--- config.mk ---
export PLATFORM = sky130hd
export DESIGN_NAME = fft_bin_reorder
export DESIGN_NICKNAME = d
export VERILOG_FILES = /design/src/rtl/fft_pkg.sv /design/src/rtl/fft_pingpong_ram.sv /design/src/rtl/fft_bin_reorder.sv
export SDC_FILE = /design/constraint.sdc
export NUM_CORES = 2
export LEC_CHECK = 0
export CAP_MARGIN = 40
export CORE_ASPECT_RATIO = 0.6
export CORE_MARGIN = 4
export CORE_UTILIZATION = 49
export CTS_CLUSTER_DIAMETER = 80
export CTS_CLUSTER_SIZE = 10
export DETAILED_ROUTE_END_ITERATION = 8
export PLACE_DENSITY = 0.74
export SYNTH_ARGS = -nofsm -noshare
export SYNTH_HDL_FRONTEND = slang
export SYNTH_HIERARCHICAL = 1
export SYNTH_SLANG_ARGS = --single-unit
export TNS_END_PERCENT = 20
--- constraint.sdc ---
create_clock -name i_clk -period 6.3 [get_ports i_clk]
set_clock_uncertainty 0.05 [all_clocks]
set_input_delay 1.26 -clock i_clk [delete_from_list [all_inputs] [get_ports i_clk]]
set_output_delay 1.26 -clock i_clk [all_outputs]
set_load 0.01 [all_outputs]
--- src/rtl/fft_pkg.sv ---
// Shared FFT constants, read-FSM encoding and the bit-reverse helper.
package fft_pkg;

   localparam int unsigned NB_DATA_DEF = 12;
   localparam int unsigned N_FFT_DEF   = 32;
   localparam int unsigned LOG2_N_DEF  = 5;

   // Widest index the bit-reverse helper handles.
   localparam int unsigned BITREV_W    = 16;

   typedef enum logic {
      RD_IDLE = 1'b0,
      RD_READ = 1'b1
   } rd_state_e;

   // Reverse the low nbits of x; the result is right-aligned.
   function automatic logic [BITREV_W-1:0] bitrev(input logic [BITREV_W-1:0] x,
                                                  input int unsigned nbits);
      logic [BITREV_W-1:0] full_rev;
      full_rev = {<<{x}};
      return full_rev >> (BITREV_W - nbits);
   endfunction

endpackage

--- src/rtl/fft_pingpong_ram.sv ---
// Two-bank frame store: one write port, one registered read port.
module fft_pingpong_ram
   import fft_pkg::*;
#(
   parameter int unsigned NB_DATA = NB_DATA_DEF,
   parameter int unsigned N_FFT   = N_FFT_DEF,
   parameter int unsigned LOG2_N  = LOG2_N_DEF
) (
   input  logic                   i_clk,
   input  logic                   i_rst,
   input  logic                   i_we,
   input  logic                   i_wr_bank,
   input  logic [LOG2_N-1:0]      i_wr_addr,
   input  logic [2*NB_DATA-1:0]   i_wr_data,
   input  logic                   i_re,
   input  logic                   i_rd_bank,
   input  logic [LOG2_N-1:0]      i_rd_addr,
   output logic [2*NB_DATA-1:0]   o_rd_data
);

   localparam int unsigned W = 2 * NB_DATA;

   logic [W-1:0] mem_q [2*N_FFT];
   logic [W-1:0] rd_data_q;
   logic [W-1:0] rd_data_d;

   // Storage write; contents are never cleared.
   always_ff @(posedge i_clk) begin
      if (i_we) begin
         mem_q[{i_wr_bank, i_wr_addr}] <= i_wr_data;
      end
   end

   // Read data register loads only when a read is requested.
   always_comb begin
      rd_data_d = rd_data_q;
      if (i_re) begin
         rd_data_d = mem_q[{i_rd_bank, i_rd_addr}];
      end
   end

   // Read register with reset so the downstream output starts at zero.
   always_ff @(posedge i_clk) begin
      if (i_rst) begin
         rd_data_q <= '0;
      end else begin
         rd_data_q <= rd_data_d;
      end
   end

   assign o_rd_data = rd_data_q;

endmodule

--- src/rtl/fft_bin_reorder.sv ---
// Converts bit-reversed serial FFT bins to natural order using a ping-pong store.
module fft_bin_reorder
   import fft_pkg::*;
#(
   parameter int unsigned NB_DATA = NB_DATA_DEF,
   parameter int unsigned N_FFT   = N_FFT_DEF,
   parameter int unsigned LOG2_N  = LOG2_N_DEF
) (
   input  logic                   i_clk,
   input  logic                   i_rst,
   input  logic                   i_enable,
   input  logic                   i_valid,
   input  logic [2*NB_DATA-1:0]   i_din,
   output logic [2*NB_DATA-1:0]   o_dout,
   output logic                   o_valid,
   output logic [LOG2_N-1:0]      o_bin_idx,
   output logic                   o_frame_start
);

   localparam logic [LOG2_N-1:0] LAST_BIN = LOG2_N'(N_FFT - 1);

   rd_state_e         state_q, state_d;
   logic [LOG2_N-1:0] wr_cnt_q, wr_cnt_d;
   logic              wr_bank_q, wr_bank_d;
   logic [1:0]        bank_full_q, bank_full_d;
   logic              rd_bank_q, rd_bank_d;
   logic [LOG2_N-1:0] rd_cnt_q, rd_cnt_d;
   logic              o_valid_q, o_valid_d;
   logic [LOG2_N-1:0] o_bin_idx_q, o_bin_idx_d;
   logic              o_frame_start_q, o_frame_start_d;

   logic              accept_c;
   logic              frame_done_c;
   logic              rd_last_c;
   logic [1:0]        full_now_c;
   logic              ram_re_c;
   logic [LOG2_N-1:0] wr_addr_c;

   // Frame completion and bank occupancy including this cycle's completion.
   always_comb begin
      accept_c     = i_enable & i_valid;
      frame_done_c = accept_c && (wr_cnt_q == LAST_BIN);
      rd_last_c    = (state_q == RD_READ) && (rd_cnt_q == LAST_BIN);
      full_now_c   = bank_full_q;
      if (frame_done_c) begin
         full_now_c[wr_bank_q] = 1'b1;
      end
      wr_addr_c    = LOG2_N'(bitrev(BITREV_W'(wr_cnt_q), LOG2_N));
   end

   // Read FSM state register.
   always_ff @(posedge i_clk) begin
      if (i_rst) begin
         state_q <= RD_IDLE;
      end else begin
         state_q <= state_d;
      end
   end

   // Read FSM next state: chain straight into the other bank if it is already full.
   always_comb begin
      state_d = state_q;
      if (i_enable) begin
         case (state_q)
            RD_IDLE: if (full_now_c[rd_bank_q]) state_d = RD_READ;
            RD_READ: if (rd_last_c) state_d = full_now_c[~rd_bank_q] ? RD_READ : RD_IDLE;
            default: state_d = RD_IDLE;
         endcase
      end
   end

   // Read FSM outputs: next values of the registered output flags.
   always_comb begin
      o_valid_d       = o_valid_q;
      o_bin_idx_d     = o_bin_idx_q;
      o_frame_start_d = o_frame_start_q;
      ram_re_c        = 1'b0;
      if (i_enable) begin
         o_valid_d       = (state_q == RD_READ);
         o_bin_idx_d     = rd_cnt_q;
         o_frame_start_d = (state_q == RD_READ) && (rd_cnt_q == '0);
         ram_re_c        = (state_q == RD_READ);
      end
   end

   // Write/read counters, bank pointers and full flags.
   always_comb begin
      wr_cnt_d    = wr_cnt_q;
      wr_bank_d   = wr_bank_q;
      rd_cnt_d    = rd_cnt_q;
      rd_bank_d   = rd_bank_q;
      bank_full_d = bank_full_q;
      if (accept_c) begin
         wr_cnt_d = wr_cnt_q + LOG2_N'(1);
         if (frame_done_c) begin
            wr_bank_d = ~wr_bank_q;
         end
      end
      if (i_enable) begin
         bank_full_d = full_now_c;
         if (state_q == RD_READ) begin
            rd_cnt_d = rd_cnt_q + LOG2_N'(1);
            if (rd_last_c) begin
               bank_full_d[rd_bank_q] = 1'b0;
               rd_bank_d              = ~rd_bank_q;
            end
         end
      end
   end

   // Datapath and output registers.
   always_ff @(posedge i_clk) begin
      if (i_rst) begin
         wr_cnt_q        <= '0;
         wr_bank_q       <= 1'b0;
         rd_cnt_q        <= '0;
         rd_bank_q       <= 1'b0;
         bank_full_q     <= '0;
         o_valid_q       <= 1'b0;
         o_bin_idx_q     <= '0;
         o_frame_start_q <= 1'b0;
      end else begin
         wr_cnt_q        <= wr_cnt_d;
         wr_bank_q       <= wr_bank_d;
         rd_cnt_q        <= rd_cnt_d;
         rd_bank_q       <= rd_bank_d;
         bank_full_q     <= bank_full_d;
         o_valid_q       <= o_valid_d;
         o_bin_idx_q     <= o_bin_idx_d;
         o_frame_start_q <= o_frame_start_d;
      end
   end

   fft_pingpong_ram #(
      .NB_DATA (NB_DATA),
      .N_FFT   (N_FFT),
      .LOG2_N  (LOG2_N)
   ) u_ram (
      .i_clk     (i_clk),
      .i_rst     (i_rst),
      .i_we      (accept_c & ~i_rst),
      .i_wr_bank (wr_bank_q),
      .i_wr_addr (wr_addr_c),
      .i_wr_data (i_din),
      .i_re      (ram_re_c),
      .i_rd_bank (rd_bank_q),
      .i_rd_addr (rd_cnt_q),
      .o_rd_data (o_dout)
   );

   assign o_valid       = o_valid_q;
   assign o_bin_idx     = o_bin_idx_q;
   assign o_frame_start = o_frame_start_q;

endmodule

==> impl_metrics.toml <==
[critical_path]
timing.critical_path.from_type = "input pin"
rr_worst_depth = 6
timing.critical_path.fanout_max = 22
path_class = "input pin to register"
critical_path.cell_chain = "clkdlybuf4s50_1 > buf_4 > nand2_1 > nor2_1 > buf_4 > nor2b_1 > nand2_1 > nor2_2 > buf_4"
required_ns = 6.70
crit_top_cell = "sky130_fd_sc_hd__buf_4"
critPathCaptureType = "register"
path_buf_inv = 4
maximum_single_stage_delay_on_the_critical_path_ns = 0.77
dominant_delay_contributor_by_cell_family_on_the_critical_path = "simple AND/OR/NAND/NOR gates"
path_depth = 9
crit_arrival_ns = 4.56
crit_path_top_delay_cell = "sky130_fd_sc_hd__nor2_2"

[clock_network]
post_cts_hold_buffer_count = 0
clk-insertion-delay-late_ns = 0.76
post_cts_resize_count = 0
clock_pin_slew_worst_setup_and_hold_paths_ns = 0.06
cts_num_sinks = 1582
numCtsBuffers = 176
clock_tree_from_tritoncts = "built"
cts_htree_levels = 4
postCtsSetupBuffers = 0
cts.root.buffer_cell = "sky130_fd_sc_hd__clkbuf_16"
cts.path.max_buffers = 3

[placement]
dp.final_hpwl_um = 91500
buffer_ports.inserted = 58
numPlacedInstances = 4719
routabilityCongestion = 0.889

[timing]
timing_max_transition_violations_final = 0
report.final.hold_viol_count = 0
fin_crit_ns = 4.16
final.setup.tns_ns = 0
final.period_utilization = 0.660
timing.slew.headroom = 0.352
report.final.setup_viol = 0
setup_repair_after_global_routing_missed_its_margin = "no"
fmaxAchievable_mhz = 240
timing_worst_slew_pin_value_ns = 0.972

[final_layout]
total_of_fill_cells_in_the_finished_design = 8715
synthToLayoutAreaGrowth_pct = 13.1
layout-drive-gt1-share = 0.280
finish.net_count = 3320
diodes = 0
final_core_util = 0.562
multi_input_logic_area_um2 = 13200
layoutNonFillerInstCount = 4954
final-seq-area_um2 = 47100

[pwr]
power-per-cell-area_nw_per_um2 = 302
power.static_leakage_nw = 21.0
vdd_drop_max_uv = 309
report.power.total_mw = 20.8

[detailed_routing]
drt_pass1_iterations = 6
via_count = 31960
initialDrtViolationCount = 5592
wire_length_per_cell_after_detailed_routing_um = 31.3
route.detailed.drc = 0
wirelength_um = 155000
route.detailed.vias_per_inst = 6.45
ant_nets = 0

[logic_synthesis]
avg_inst_size_synth_um2 = 19.6
synthesized_cell_area_um2 = 60900
synth_cells = 3107
mappedNetlistNets = 3140
synth_seq_cells = 1582
yosys.cell_types.count = 43
primary_ff_master_synth = "sky130_fd_sc_hd__edfxtp_1"
asyncSetResetFlopFracSynth = 0
yosysWarnings = 6
synth-edff-count = 1536
ys_seq_area_frac = 0.773

[worst_hold_path]
hold_path.class = "register to register"
hold_path_depth = 2

[die]
die_area_um2 = 130000
io_pins = 59
effective_utilization_at_floorplan = 0.497
row_count = 99
die_y_um = 281
core-area_um2 = 123000
floorplan.die.width_um = 463

[global_route]
grt_pass1_vias = 30510
grt_usage = 0.236
overflow = 0
grt_max_degree = 108
first_pass_grt_wire_length_um = 222000
initial_antenna_violation_count = 6

[status]
status = "completed"

[run]
maxCapViolations = 0
==> cells in the mapped netlist (2+ instances only) <==
| cell | number | area [um^2] |
|---|---|---|
| sky130_fd_sc_hd__a211oi_1 | 96 | 721 |
| sky130_fd_sc_hd__a21oi_1 | 9 | 45.0 |
| sky130_fd_sc_hd__a22o_1 | 48 | 420 |
| sky130_fd_sc_hd__a22oi_1 | 48 | 360 |
| sky130_fd_sc_hd__and3_1 | 3 | 18.8 |
| sky130_fd_sc_hd__buf_1 | 21 | 78.8 |
| sky130_fd_sc_hd__buf_2 | 51 | 255 |
| sky130_fd_sc_hd__buf_4 | 9 | 67.6 |
| sky130_fd_sc_hd__buf_6 | 10 | 113 |
| sky130_fd_sc_hd__clkbuf_1 | 99 | 372 |
| sky130_fd_sc_hd__dfxtp_1 | 46 | 921 |
| sky130_fd_sc_hd__edfxtp_1 | 1536 | 46100 |
| sky130_fd_sc_hd__ha_1 | 5 | 62.6 |
| sky130_fd_sc_hd__inv_1 | 4 | 15.0 |
| sky130_fd_sc_hd__mux2_2 | 288 | 3240 |
| sky130_fd_sc_hd__mux2i_1 | 5 | 50.1 |
| sky130_fd_sc_hd__mux4_2 | 192 | 4320 |
| sky130_fd_sc_hd__nand2_1 | 18 | 67.6 |
| sky130_fd_sc_hd__nand2b_1 | 6 | 37.5 |
| sky130_fd_sc_hd__nand3_1 | 15 | 75.1 |
| sky130_fd_sc_hd__nand3b_1 | 3 | 22.5 |
| sky130_fd_sc_hd__nand4_1 | 3 | 18.8 |
| sky130_fd_sc_hd__nand4b_1 | 2 | 17.5 |
| sky130_fd_sc_hd__nor2_1 | 80 | 300 |
| sky130_fd_sc_hd__nor2b_1 | 102 | 638 |
| sky130_fd_sc_hd__nor3_1 | 98 | 490 |
| sky130_fd_sc_hd__o21ai_0 | 93 | 465 |
| sky130_fd_sc_hd__o21ai_1 | 7 | 35.0 |
| sky130_fd_sc_hd__o221ai_1 | 24 | 210 |
| sky130_fd_sc_hd__o22ai_1 | 96 | 601 |
| sky130_fd_sc_hd__o31ai_1 | 48 | 360 |
| sky130_fd_sc_hd__or3_1 | 3 | 18.8 |
| sky130_fd_sc_hd__or3b_2 | 26 | 228 |
| sky130_fd_sc_hd__xor2_1 | 4 | 35.0 |
==> stage by stage <==
stage | area, um^2 | setup slack [ns] | hold WS, ns
4_1_cts | 68800 | 2.31 | 0.422
5_1_grt | 68900 | 2.02 | 0.435
3_3_place_gp | 63700 | 1.66 | 0.414
3_5_place_dp | 64000 | 1.54 | 0.412
2_1_floorplan | 60900 | 2.07 | 0.415
6_report | 68900 | 2.14 | 0.423
==> tightest hold or removal path, delay by kind of cell, from the launching register on <==
kind               cells  cell delay [ns]
and+or+nand+nor        1             0.06
DFF                    1             0.31
AOI/OAI and AO/OA      1             0.06
==> metal layers <==
| layer | track usage | vias to the layer above | share of wire |
|---|---|---|---|
| li1 | - | 13085 | - |
| met1 | 0.354 | 16362 | 0.39 |
| met2 | 0.333 | 2311 | 0.43 |
| met3 | 0.0865 | 200 | 0.16 |
| met4 | 0.0524 | 2 | 0.017 |
| met5 | 0 | - | 0.000084 |
==> area by class of cell <==
| class | count | area share |
|---|---|---|
| Inverter | 4 | 0.000218 |
| Tap cell | 1616 | 0.0294 |
| Clock inverter | 12 | 0.00222 |
| Multi-Input combinational cell | 1331 | 0.191 |
| Timing Repair Buffer | 192 | 0.0266 |
| Clock buffer | 217 | 0.0674 |
| Sequential cell | 1582 | 0.683 |
==> state kept, by name (all words and copies together) (netlist names) <==
register / cells
bank_full_q: 2
o_bin_idx: 5
o_frame_start: 1
o_valid: 1
rd_bank_q: 1
rd_cnt_q: 5
state_q: 1
u_ram/mem_q: 1536
u_ram/o_rd_data: 24
wr_bank_q: 1
wr_cnt_q: 5
==> layout by cell type (no fill, tap or decap), types with 44 or more instances in the layout <==
cell type and count:
sky130_fd_sc_hd__a211oi_1 96, sky130_fd_sc_hd__a22o_1 48, sky130_fd_sc_hd__a22oi_1 48, sky130_fd_sc_hd__buf_4 116, sky130_fd_sc_hd__clkbuf_16 180, sky130_fd_sc_hd__dfxtp_1 44, sky130_fd_sc_hd__edfxtp_1 1536, sky130_fd_sc_hd__mux2_2 288
sky130_fd_sc_hd__mux4_2 192, sky130_fd_sc_hd__nor2_2 62, sky130_fd_sc_hd__nor2b_1 101, sky130_fd_sc_hd__nor3_1 96, sky130_fd_sc_hd__o21ai_0 93, sky130_fd_sc_hd__o22ai_1 96, sky130_fd_sc_hd__o31ai_1 48
==> logic make-up after synthesis <==
| group | count (synthesis) | synth area share |
|---|---|---|
| DFF | 1582 | 0.773 |
| AOI/OAI and AO/OA | 472 | 0.0533 |
| buffers and inverters | 194 | 0.0148 |
| and+or+nand+nor | 364 | 0.0324 |
| adders and majority gates | 5 | 0.00103 |
| xor gates and xnor gates | 5 | 0.000719 |
| muxes | 485 | 0.125 |
==> power by group <==
group | leakage, nW | switching (mW) | internal, mW
registers | 14.2 | 0.00617 | 11.5
clock network | 2.33 | 3.83 | 5.11
logic | 4.45 | 0.266 | 0.0474
total | 21.0 | 4.11 | 16.7
==> final timing paths <==
kind / startpoint / to / slack (ns)
worst max-delay path: i_enable / u_ram/mem_q[16][17]$_DFFE_PP_ / 2.14
worst min-delay path: o_frame_start$_SDFFE_PP0P_ / o_frame_start$_SDFFE_PP0P_ / 0.42
worst max register to register: rd_cnt_q[0]$_SDFFE_PP0P_ / u_ram/o_rd_data[16]$_SDFFE_PP0P_ / 2.56
worst min register to register: o_frame_start$_SDFFE_PP0P_ / o_frame_start$_SDFFE_PP0P_ / 0.42
(Power assumes the default switching activity.)
